File: src/rtl/clock_set_ctrl.sv
// clock_set_ctrl
//   Time-base and set-mode sequencer for a 12-hour clock counter.
//   In normal running it divides clk down to a one-cycle 1 Hz `ena` strobe.
//   In set mode the counter is frozen, and each minute or hour advance is
//   issued as a burst of back-to-back `ena` pulses (60 or 3600). This keeps
//   the seconds field and the carry/pm chain of the counter consistent.
//
// Ports
//   clk       in   system clock, rising edge
//   reset     in   synchronous, active-high
//   btn_mode  in   debounced level; rise toggles set mode
//   btn_min   in   debounced level; rise in set mode advances one minute
//   btn_hr    in   debounced level; rise in set mode advances one hour
//   ena       out  registered counter enable
//   set_mode  out  registered; high while in SET or BURST
//   busy      out  registered; high while a burst is being issued
//   blink     out  registered; 1 Hz 50 % square wave in set mode, else 0
module clock_set_ctrl #(
  parameter int TICK_DIV = 100000000
) (
  input  logic clk,
  input  logic reset,
  input  logic btn_mode,
  input  logic btn_min,
  input  logic btn_hr,
  output logic ena,
  output logic set_mode,
  output logic busy,
  output logic blink
);

  localparam int DW = (TICK_DIV > 1) ? $clog2(TICK_DIV) : 1;
  localparam logic [DW-1:0] DIV_MAX  = DW'(TICK_DIV - 1);
  localparam logic [DW-1:0] DIV_HALF = DW'(TICK_DIV / 2);
  localparam logic [DW-1:0] DIV_ONE  = DW'(1);
  localparam logic [DW-1:0] DIV_ZERO = DW'(0);

  localparam logic [11:0] BURST_MIN = 12'd60;
  localparam logic [11:0] BURST_HR  = 12'd3600;

  typedef enum logic [1:0] {
    ST_RUN   = 2'd0,
    ST_SET   = 2'd1,
    ST_BURST = 2'd2
  } state_t;

  state_t        state_r;
  state_t        state_nx_s;
  logic [DW-1:0] div_r;
  logic [DW-1:0] div_nx_s;
  logic [11:0]   rem_r;
  logic [11:0]   rem_nx_s;
  logic          prev_mode_r;
  logic          prev_min_r;
  logic          prev_hr_r;
  logic          mode_rise_s;
  logic          min_rise_s;
  logic          hr_rise_s;
  logic          tick_s;
  logic          div_clr_s;
  logic          ena_nx_s;

  assign mode_rise_s = btn_mode & ~prev_mode_r;
  assign min_rise_s  = btn_min  & ~prev_min_r;
  assign hr_rise_s   = btn_hr   & ~prev_hr_r;
  assign tick_s      = (div_r == DIV_MAX);

  // Next-state, burst-length and prescaler decisions.
  always_comb begin
    state_nx_s = state_r;
    rem_nx_s   = rem_r;
    div_clr_s  = 1'b0;
    case (state_r)
      ST_RUN: begin
        // Minute/hour buttons are deliberately ignored while running.
        if (mode_rise_s) begin
          state_nx_s = ST_SET;
        end else begin
          state_nx_s = ST_RUN;
        end
      end
      ST_SET: begin
        // Priority mode > hr > min; lower-priority rises in the same
        // cycle are consumed and lost.
        if (mode_rise_s) begin
          state_nx_s = ST_RUN;
          div_clr_s  = 1'b1;
        end else if (hr_rise_s) begin
          state_nx_s = ST_BURST;
          rem_nx_s   = BURST_HR;
        end else if (min_rise_s) begin
          state_nx_s = ST_BURST;
          rem_nx_s   = BURST_MIN;
        end else begin
          state_nx_s = ST_SET;
        end
      end
      ST_BURST: begin
        // Buttons are discarded here; only reset can abort a burst.
        // rem <= 1 (rather than == 1) keeps a corrupted count from
        // wrapping into a 4095-pulse burst.
        rem_nx_s = rem_r - 12'd1;
        if (rem_r <= 12'd1) begin
          state_nx_s = ST_SET;
        end else begin
          state_nx_s = ST_BURST;
        end
      end
      default: begin
        state_nx_s = ST_RUN;
        rem_nx_s   = 12'd0;
      end
    endcase
  end

  // Prescaler runs in every state; restarted on leaving set mode so the
  // first running tick comes a full period later.
  always_comb begin
    if (div_clr_s || tick_s) begin
      div_nx_s = DIV_ZERO;
    end else begin
      div_nx_s = div_r + DIV_ONE;
    end
  end

  // Counter enable: the running tick (even on the edge that enters SET),
  // otherwise one pulse per cycle the next state is BURST.
  always_comb begin
    if (state_r == ST_RUN) begin
      ena_nx_s = tick_s;
    end else begin
      ena_nx_s = (state_nx_s == ST_BURST);
    end
  end

  // State, counters, edge-detect history and registered outputs.
  always_ff @(posedge clk) begin
    if (reset) begin
      state_r     <= ST_RUN;
      div_r       <= DIV_ZERO;
      rem_r       <= 12'd0;
      // Load live levels so a button held through reset gives no edge.
      prev_mode_r <= btn_mode;
      prev_min_r  <= btn_min;
      prev_hr_r   <= btn_hr;
      ena         <= 1'b0;
      set_mode    <= 1'b0;
      busy        <= 1'b0;
      blink       <= 1'b0;
    end else begin
      state_r     <= state_nx_s;
      div_r       <= div_nx_s;
      rem_r       <= rem_nx_s;
      prev_mode_r <= btn_mode;
      prev_min_r  <= btn_min;
      prev_hr_r   <= btn_hr;
      ena         <= ena_nx_s;
      set_mode    <= (state_nx_s != ST_RUN);
      busy        <= (state_nx_s == ST_BURST);
      // Gated by the next state so blink never outlives set_mode.
      blink       <= (state_nx_s != ST_RUN) && (div_r < DIV_HALF);
    end
  end

endmodule

File: config.mk
export PLATFORM = sky130hd
export DESIGN_NAME = clock_set_ctrl
export DESIGN_NICKNAME = d
export VERILOG_FILES = /design/src/rtl/clock_set_ctrl.sv
export SDC_FILE = /design/constraint.sdc
export NUM_CORES = 1
export LEC_CHECK = 0
export CORE_MARGIN = 2
export CORE_UTILIZATION = 60
export DETAILED_ROUTE_END_ITERATION = 7
export GPL_TIMING_DRIVEN = 0
export PLACE_DENSITY = 0.79
export SYNTH_ARGS = -nofsm -noshare
export SYNTH_HDL_FRONTEND = slang
export SYNTH_SLANG_ARGS = --single-unit
File: constraint.sdc
create_clock -name clk -period 2.1 [get_ports clk]
set_input_delay 0.21 -clock clk [delete_from_list [all_inputs] [get_ports clk]]
set_output_delay 0.21 -clock clk [all_outputs]
set_load 0.1 [all_outputs]
; After elaboration in Yosys (flattened, before gate mapping)
; Cells that the tools add are included.
; W data, S select, Z words.
[word_totals]
out_inout_bits = 4
word_cells = 46
reg_bits = 48
inputBits = 5
[classes]
order_cmp = 2
n_mux = 13
n_addsub = 2
reduce_logical = 6
bitwise = 7
eq_ne = 6
[ops]
columns = op, count
row1 = $mux W12, 3
row2 = $pmux W12 S3, 1
row3 = $add A27 B1 Y27 const B, 1
row4 = $eq A27 B27 Y1 const B, 1
row5 = $lt A27 B26 Y1 const B, 1
row6 = $le A12 B1 Y1 const B, 1
row7 = $sub A12 B1 Y12 const B, 1
row8 = $mux W2, 4
row9 = $pmux W2 S3, 1
row10 = $eq A2 B2 Y1 const B, 2
row11 = $mux W1, 4
row12 = $not A1 Y1, 4
row13 = $and A1 B1 Y1, 3
row14 = $ne A3 B3 Y1 const B, 1
row15 = $reduce_and A3 Y1, 1
row16 = $eq A2 B1 Y1 const B, 1
row17 = $logic_not A2 Y1, 1
row18 = $ne A2 B2 Y1 const B, 1
row19 = $reduce_bool A2 Y1, 1
row20 = $reduce_or A2 Y1, 1
row21 = $logic_and A1 B1 Y1, 1
row22 = $logic_or A1 B1 Y1, 1

; Depth between registers and ports, before layout
; Gate-level depths: netlist of the first run.
[logic_depth]
depth_word = 8
mapped_depth = 8
depth_no_buf = 7

; Worst setup path before layout of the first run
; Ideal clock, no wire load.
[synth_timing]
kind = reg-to-reg
from = register state_r[1]
to = register rem_r[5]
stages_incl_launch_ff = 8
setup_time_ps = 128
path_slack_ps = 375
arrival_ps = 1597
period_less_slack_ps = 1725
t_required_ps = 1972
n_path_buf = 0
path_cell_list = dfxtp_1 inv_1 ha_1 and3b_1 a311oi_2 o21ai_0 a2bb2oi_1 nor2_1
[synth_between]
elab_chain_cells = 3
elab_cells_between_ends = 8
classes_between = eq/ne (4) / mux (1) / bitwise (1) / reduce/logical (2)
[synth_rtl]
columns = element, line_no
row1 = "start, declared", 47  ; state_t state_r;
row2 = "start signal, assigned", 151  ; state_r <= state_nx_s;
row3 = $eq A2 B1 Y1 or $logic_not A2 Y1 (tied branches), 73  ; case (state_r)
row4 = "$ne A3 B3 Y1 (no source line), or another cell as far along", --
row5 = $reduce_and A3 Y1 (no source line), --
row6 = "end signal, assigned", 153  ; rem_r <= rem_nx_s;
row7 = "end, declared", 51  ; logic [11:0] rem_r;
; Parallel ways exist; a longest one is shown, timed or not.
; A chain may end at the register's enable or synchronous reset.

; Final worst setup path of the first run
[layout_timing]
from = register busy
to = output port busy
[layout_lines]
columns = element, line_no
row1 = "start, declared", 28  ; output logic busy,
row2 = "start signal, assigned", 159  ; busy <= (state_nx_s == ST_BURST);
; No word-level cell between the ends.

==> results of run 1 <==
-- repair_timing --
action                     CTS  global route
gates resized for setup      0             3
setup endpoints to repair    0             8
setup buffers                0             0
-- synth_stat cells, drive strengths merged (6+ instances only) --
| cell type | n |
|---|---|
| a21oi | 14 |
| a31oi | 6 |
| dfxtp | 48 |
| ha | 7 |
| inv | 10 |
| nand2 | 23 |
| nand3 | 15 |
| nand4 | 11 |
| nor2 | 46 |
| nor3 | 10 |
| o21ai | 11 |
| xnor2 | 9 |
| xor2 | 15 |
-- final cells by class --
type / instances / area (sq um) / share of cell area (%)
tap: 50 / 62.56 / 2.351
buffer: 8 / 47.55 / 1.787
inverter: 10 / 37.54 / 1.410
clock inverter: 1 / 5.005 / 0.1881
multi-input combinational: 218 / 1405 / 52.80
timing repair buffer: 7 / 70.07 / 2.633
clock buffer: 6 / 72.57 / 2.727
sequential: 48 / 960.9 / 36.11
-- power breakdown --
part / internal [uW] / switching, uW / leakage, uW
combinational: 59.7 / 102 / 0.000536
clock: 227 / 292 / 0.0000410
sequential: 929 / 19.0 / 0.000389
-- per-stage QoR --
step                      instances  util, %  worst slack, ns  power [uW]  instance area, sq um
after floorplan                 284        -           0.3750        1084                  2434
after global placement          341    65.09          0.09984        1123                  2566
after detailed placement        341    65.09           0.1067        1125                  2566
after CTS                       348    67.06          0.09373        1635                  2644
after global routing            348    67.50          0.04896        1686                  2661
final                           348    67.50           0.1352        1628                  2661
-- cells in the final DEF (no fill, tap or decap), types with 3 or more instances in the layout --
cell	Yosys	final
clkbuf_8	0	5
dfxtp_1	48	48
nor2_1	45	45
nand3_1	14	14
xnor2_1	9	9
xor2_1	15	15
o21ai_0	10	10
nor3_2	3	3
ha_1	7	6
and3_1	3	3
clkbuf_1	4	5
nand2_1	23	23
nand2b_1	5	5
a21oi_1	14	13
clkdlybuf4s50_1	0	7
nor3_1	7	7
nand3b_1	5	5
and4_1	5	5
nand4_1	9	9
inv_1	10	10
a31oi_1	6	6
-- layer usage --
metal	share of wire [%]	wire length [microns]	GRT usage, %
met3	3.6	166	5.500
met1	52	2410	32.20
met2	44	2040	34.93
met5	0	0	0
met4	1.2	57	7.653
-- state kept, by name (all words and copies together), names as in the netlist --
register	count
prev_mode_r	1
state_r	2
set_mode	1
prev_min_r	1
rem_r	12
div_r	27
blink	1
ena	1
busy	1
prev_hr_r	1
-- path summary, 6_finish.rpt --
check                                start    endpoint  slack, ns
worst min register to register   rem_r[10]   rem_r[10]       0.49
worst min-delay path               btn_min  prev_min_r       0.39
worst max register to register  state_r[1]    rem_r[8]       0.19
worst max-delay path                  busy        busy       0.14
-- cells by family after synthesis --
| kind of cell | share of synthesized area (%) |
|---|---|
| DFF | 39.49 |
| and+or+nand+nor | 31.41 |
| muxes | 0.4627 |
| AOI/OAI and AO/OA | 12.91 |
| adders and majority gates | 3.599 |
| xor gates and xnor gates | 8.638 |
| buffers and inverters | 3.496 |
==> flow_summary.ini, run 1 <==
[timing]
worst-slew-pin-transition_ns = 0.9655
finalClockSkew_ns = 0.005304
setup_violations = 0
fmax_mhz = 509.0
hold_ws_ns = 0.3938
setup_tns_ns = 0
fin_crit_sh_pct = 93.56
rsz0062_at_grt = no
slew_violations = 0
hold_viol_final = 0
period_minus_slack_ns = 1.965
maxSlewHeadroom_pct = 35.43

[detailed_routing]
drc = 0
avgViaCountPerCell = 5.733
wl_microns = 4675
vias = 1995
dr.pass1.iters = 4
antenna_left = 0
initialDrtViolationCount = 73
wl_per_cell_microns = 13.43

[run]
max-cap-violations = 0

[pwr]
peakVddDrop_mv = 0.4569
powerDensity_nw_per_um2 = 611.6
cellLeakagePower_uw = 0.0009665

[critical_path]
path_max_fanout = 1
worstPathArrival_ns = 1.75
cp_top_family = buffers and inverters
cp_num_buf_inv = 1
crit_chain = clkdlybuf4s50_1
path_depth = 1
critPathKind = reg -> out
cp-start-kind = register
required_ns = 1.89
end_kind = output port
slowest_stage = clkdlybuf4s50_1
rr_worst_depth = 8
worst_path_largest_cell_delay_ns = 1.13

[synth]
synth-warning-count = 0
synth_top_area_share_pct = 39.49
yosys.area.top_type = dfxtp_1
synthDistinctLibCells = 51
synth_edf_count = 0
async_flop_share_pct = 0
yosysSeqAreaShare_pct = 39.49
ys.flop_type = dfxtp_1
synthCells = 284
synth_seq_cells = 48
avgSynthCellArea_sq_um = 8.569
ys_top_cells_by_area = dfxtp_1, nor2_1, xor2_1, ha_1, nand2_1
syn_area_sq_um = 2434
synth_nets = 296

[die]
fp.dieH_microns = 67.69
num_rows = 23
coreArea_sq_um = 3943
io_pins = 9
dieArea_sq_um = 4581
start_util_pct = 61.73
die_w_microns = 67.69

[cts]
cts_tree = yes
clock_path_buffers = 2
cts.sinks = 48
numCtsBuffers = 5
clk_latency_ns = 0.30
postCtsHoldBufs = 0
clock-root-buffer = clkbuf_8
cts.clk_slew.worst_paths_ns = 0.08
h-tree-depth = 2

[global_route]
grt-ovfl-total = 0
antenna_found_initial = 0
grt_max_degree = 14
first_global_vias = 1806
track_usage_pct = 23.11
grt_pass1_wl_microns = 8038

[final_layout]
diodes = 0
layout.nets = 310
drive_above_1_share_pct = 9.060
nFillCells = 324
area_growth_pct = 9.357

[worst_hold_path]
hp-class = in -> reg
hold_depth = 1

[place]
portBuffers = 7
place.gp.congestion = 0.9248
dp_hpwl_microns = 3432

[status]
outcome = completed
(Power assumes the default switching activity.)
==> run 2, diff against run 1 <==
--- a/config.mk
+++ b/config.mk
@@ -7,6 +7,7 @@
 export LEC_CHECK = 0
 export CORE_MARGIN = 2
 export CORE_UTILIZATION = 60
+export CTS_CLUSTER_DIAMETER = 120
 export DETAILED_ROUTE_END_ITERATION = 7
 export GPL_TIMING_DRIVEN = 0
 export PLACE_DENSITY = 0.79
==> results of run 2 <==
Same layout as run 1: the final DEF is identical, and so are final timing and power.
==> run 3, diff against run 2 <==
--- a/config.mk
+++ b/config.mk
@@ -5,12 +5,13 @@
 export SDC_FILE = /design/constraint.sdc
 export NUM_CORES = 1
 export LEC_CHECK = 0
+export ABC_AREA = 1
 export CORE_MARGIN = 2
-export CORE_UTILIZATION = 60
+export CORE_UTILIZATION = 61
 export CTS_CLUSTER_DIAMETER = 120
 export DETAILED_ROUTE_END_ITERATION = 7
 export GPL_TIMING_DRIVEN = 0
-export PLACE_DENSITY = 0.79
+export PLACE_DENSITY = 0.77
 export SYNTH_ARGS = -nofsm -noshare
 export SYNTH_HDL_FRONTEND = slang
 export SYNTH_SLANG_ARGS = --single-unit
==> flow_summary.ini, run 3 <==
[status]
outcome = completed

[cts]
clk_latency_ns = 0.31
cts_tree = yes
clock-root-buffer = clkbuf_8
postCtsHoldBufs = 0
h-tree-depth = 2
cts.sinks = 48
clock_path_buffers = 2
cts.clk_slew.worst_paths_ns = 0.09
numCtsBuffers = 5
cts_resized = 0
cts_setup_buffers = 0

[critical_path]
path_max_fanout = 1
r2r_slack_ns = 0.19
cp_top_family = buffers and inverters
required_ns = 1.89
cp-start-kind = register
rr_worst_depth = 8
worstPathArrival_ns = 1.76
crit_start = busy
crit_chain = clkdlybuf4s50_1
slowest_stage = clkdlybuf4s50_1
path_depth = 1
critPathKind = reg -> out
worstSetupEndpoint = busy
worst_path_largest_cell_delay_ns = 1.13
r2r_start = state_r[1]
r2r-end = rem_r[10]
end_kind = output port
cp_num_buf_inv = 1

[timing]
period_minus_slack_ns = 1.971
finalClockSkew_ns = 0.003945
hold_viol_final = 0
fin_crit_sh_pct = 93.87
rsz0062_at_grt = no
setup_violations = 0
slew_violations = 0
worst-slew-pin-transition_ns = 0.9688
fmax_mhz = 507.3
maxSlewHeadroom_pct = 35.21
setup_tns_ns = 0

[synth]
ys_top_cells_by_area = dfxtp_1, nand2_1, nor2_1, inv_1, nand3_1
synthDistinctLibCells = 30
synthTopCellsByCount = nand2_1, nor2_1, dfxtp_1
synthCells = 381
yosys.cell_count.top_type = nand2_1
synth_edf_count = 0
ys.flop_type = dfxtp_1
yosysSeqAreaShare_pct = 36.73
synth_top_area_share_pct = 36.73
syn_area_sq_um = 2616
avgSynthCellArea_sq_um = 6.867
async_flop_share_pct = 0
synth-warning-count = 0
synth_seq_cells = 48
synth_nets = 393
yosys.area.top_type = dfxtp_1

[final_layout]
area_growth_pct = 9.708
final_cell_mix = nand2_1, nor2_1, dfxtp_1
drive_above_1_share_pct = 8.312
layout.nets = 408
regMostFlops = div_r
largest_registers = div_r: 27 flops, rem_r: 12 flops, state_r: 2 flops
diodes = 0
final_common_cell = nand2_1
largest_reg_flops = 27

[place]
place.gp.congestion = 0.9222
portBuffers = 8
dp_hpwl_microns = 4207

[pwr]
peakVddDrop_mv = 0.5492
powerDensity_nw_per_um2 = 656.3
cellLeakagePower_uw = 0.001188
p_total_uw = 1884

[global_route]
grt_pass1_wl_microns = 9418
track_usage_pct = 24.23
grt-ovfl-total = 0
antenna_found_initial = 0
first_global_vias = 2135
grt_max_degree = 16

[die]
coreArea_sq_um = 4058
fp.dieH_microns = 69.49
die_w_microns = 69.49
dieArea_sq_um = 4829
num_rows = 23
io_pins = 9
start_util_pct = 64.48

[detailed_routing]
initialDrtViolationCount = 199
wl_microns = 5504
drc = 0
wl_per_cell_microns = 12.31
antenna_left = 0
vias = 2365
avgViaCountPerCell = 5.291
dr.pass1.iters = 5

[run]
max-cap-violations = 0

[worst_hold_path]
hp-class = in -> reg
-- run 3: per-stage QoR --
stage	hold WS (ns)	instances	cell area (sq um)	utilization (%)	setup WS, ns
after detailed placement	0.4490	439	2759	67.99	0.1522
after CTS	0.3723	447	2870	70.74	0.1157
final	0.3742	447	2870	70.74	0.1286
after floorplan	0.2377	381	2616	-	0.5711
after global placement	0.4393	439	2759	67.99	0.1797
after global routing	0.3746	447	2870	70.74	0.04938
-- run 3: report_power, final --
group | internal (uW) | switching [uW] | total, uW
Combinational | 84.2 | 177 | 261
Clock | 352 | 321 | 673
Sequential | 935 | 14.7 | 950
-- run 3: area by class of cell --
class	instances	area [sq um]
multi-input cells	280	1440
plain buffers	5	35.03
well taps	50	62.56
flip-flops and latches	48	960.9
inverters	48	180.2
repair buffers	8	80.08
clock buffers	5	68.82
fillers	355	1187
clock inverters	3	42.54
-- run 3: cell families after synthesis --
group                    count (synthesis)  share of synthesized area, %
AO/OA/AOI/OAI                           29                         5.834
XOR/XNOR                                15                         5.022
adder cells (fa/ha/maj)                  7                         3.348
buffers and inverters                   53                         8.226
flip-flops                              48                         36.73
AND/OR/NAND/NOR                        229                         40.84
-- run 3: worst min path at each step --
stage / endpoint / slack [ns] / start / cells past startpoint
2_1_floorplan: prev_hr_r / 0.24 / btn_hr / 0
5_1_grt: prev_min_r / 0.37 / btn_min / 1
3_3_place_gp: div_r[0] / 0.44 / div_r[0] / 1
6_report: prev_mode_r / 0.37 / btn_mode / 1
4_1_cts: prev_mode_r / 0.37 / btn_mode / 1
3_5_place_dp: div_r[0] / 0.45 / div_r[0] / 1
-- run 3: per-layer routing --
layer / global-route usage [%] / vias to the layer above / routed length, microns
met3: 4.215 / 7 / 331
met1: 34.43 / 1063 / 2759
met2: 36.00 / 63 / 2331
met5: 0 / - / 0
li1: - / 1232 / -
met4: 10.68 / 0 / 80
-- run 3: worst reg2reg max path, delay by kind of cell, from the launching register on --
| family | cells | cell delay (ns) |
|---|---|---|
| and+or+nand+nor | 4 | 0.80 |
| AOI/OAI and AO/OA | 1 | 0.14 |
| DFF | 1 | 0.36 |
| adders and majority gates | 1 | 0.27 |
| buffers and inverters | 2 | 0.27 |
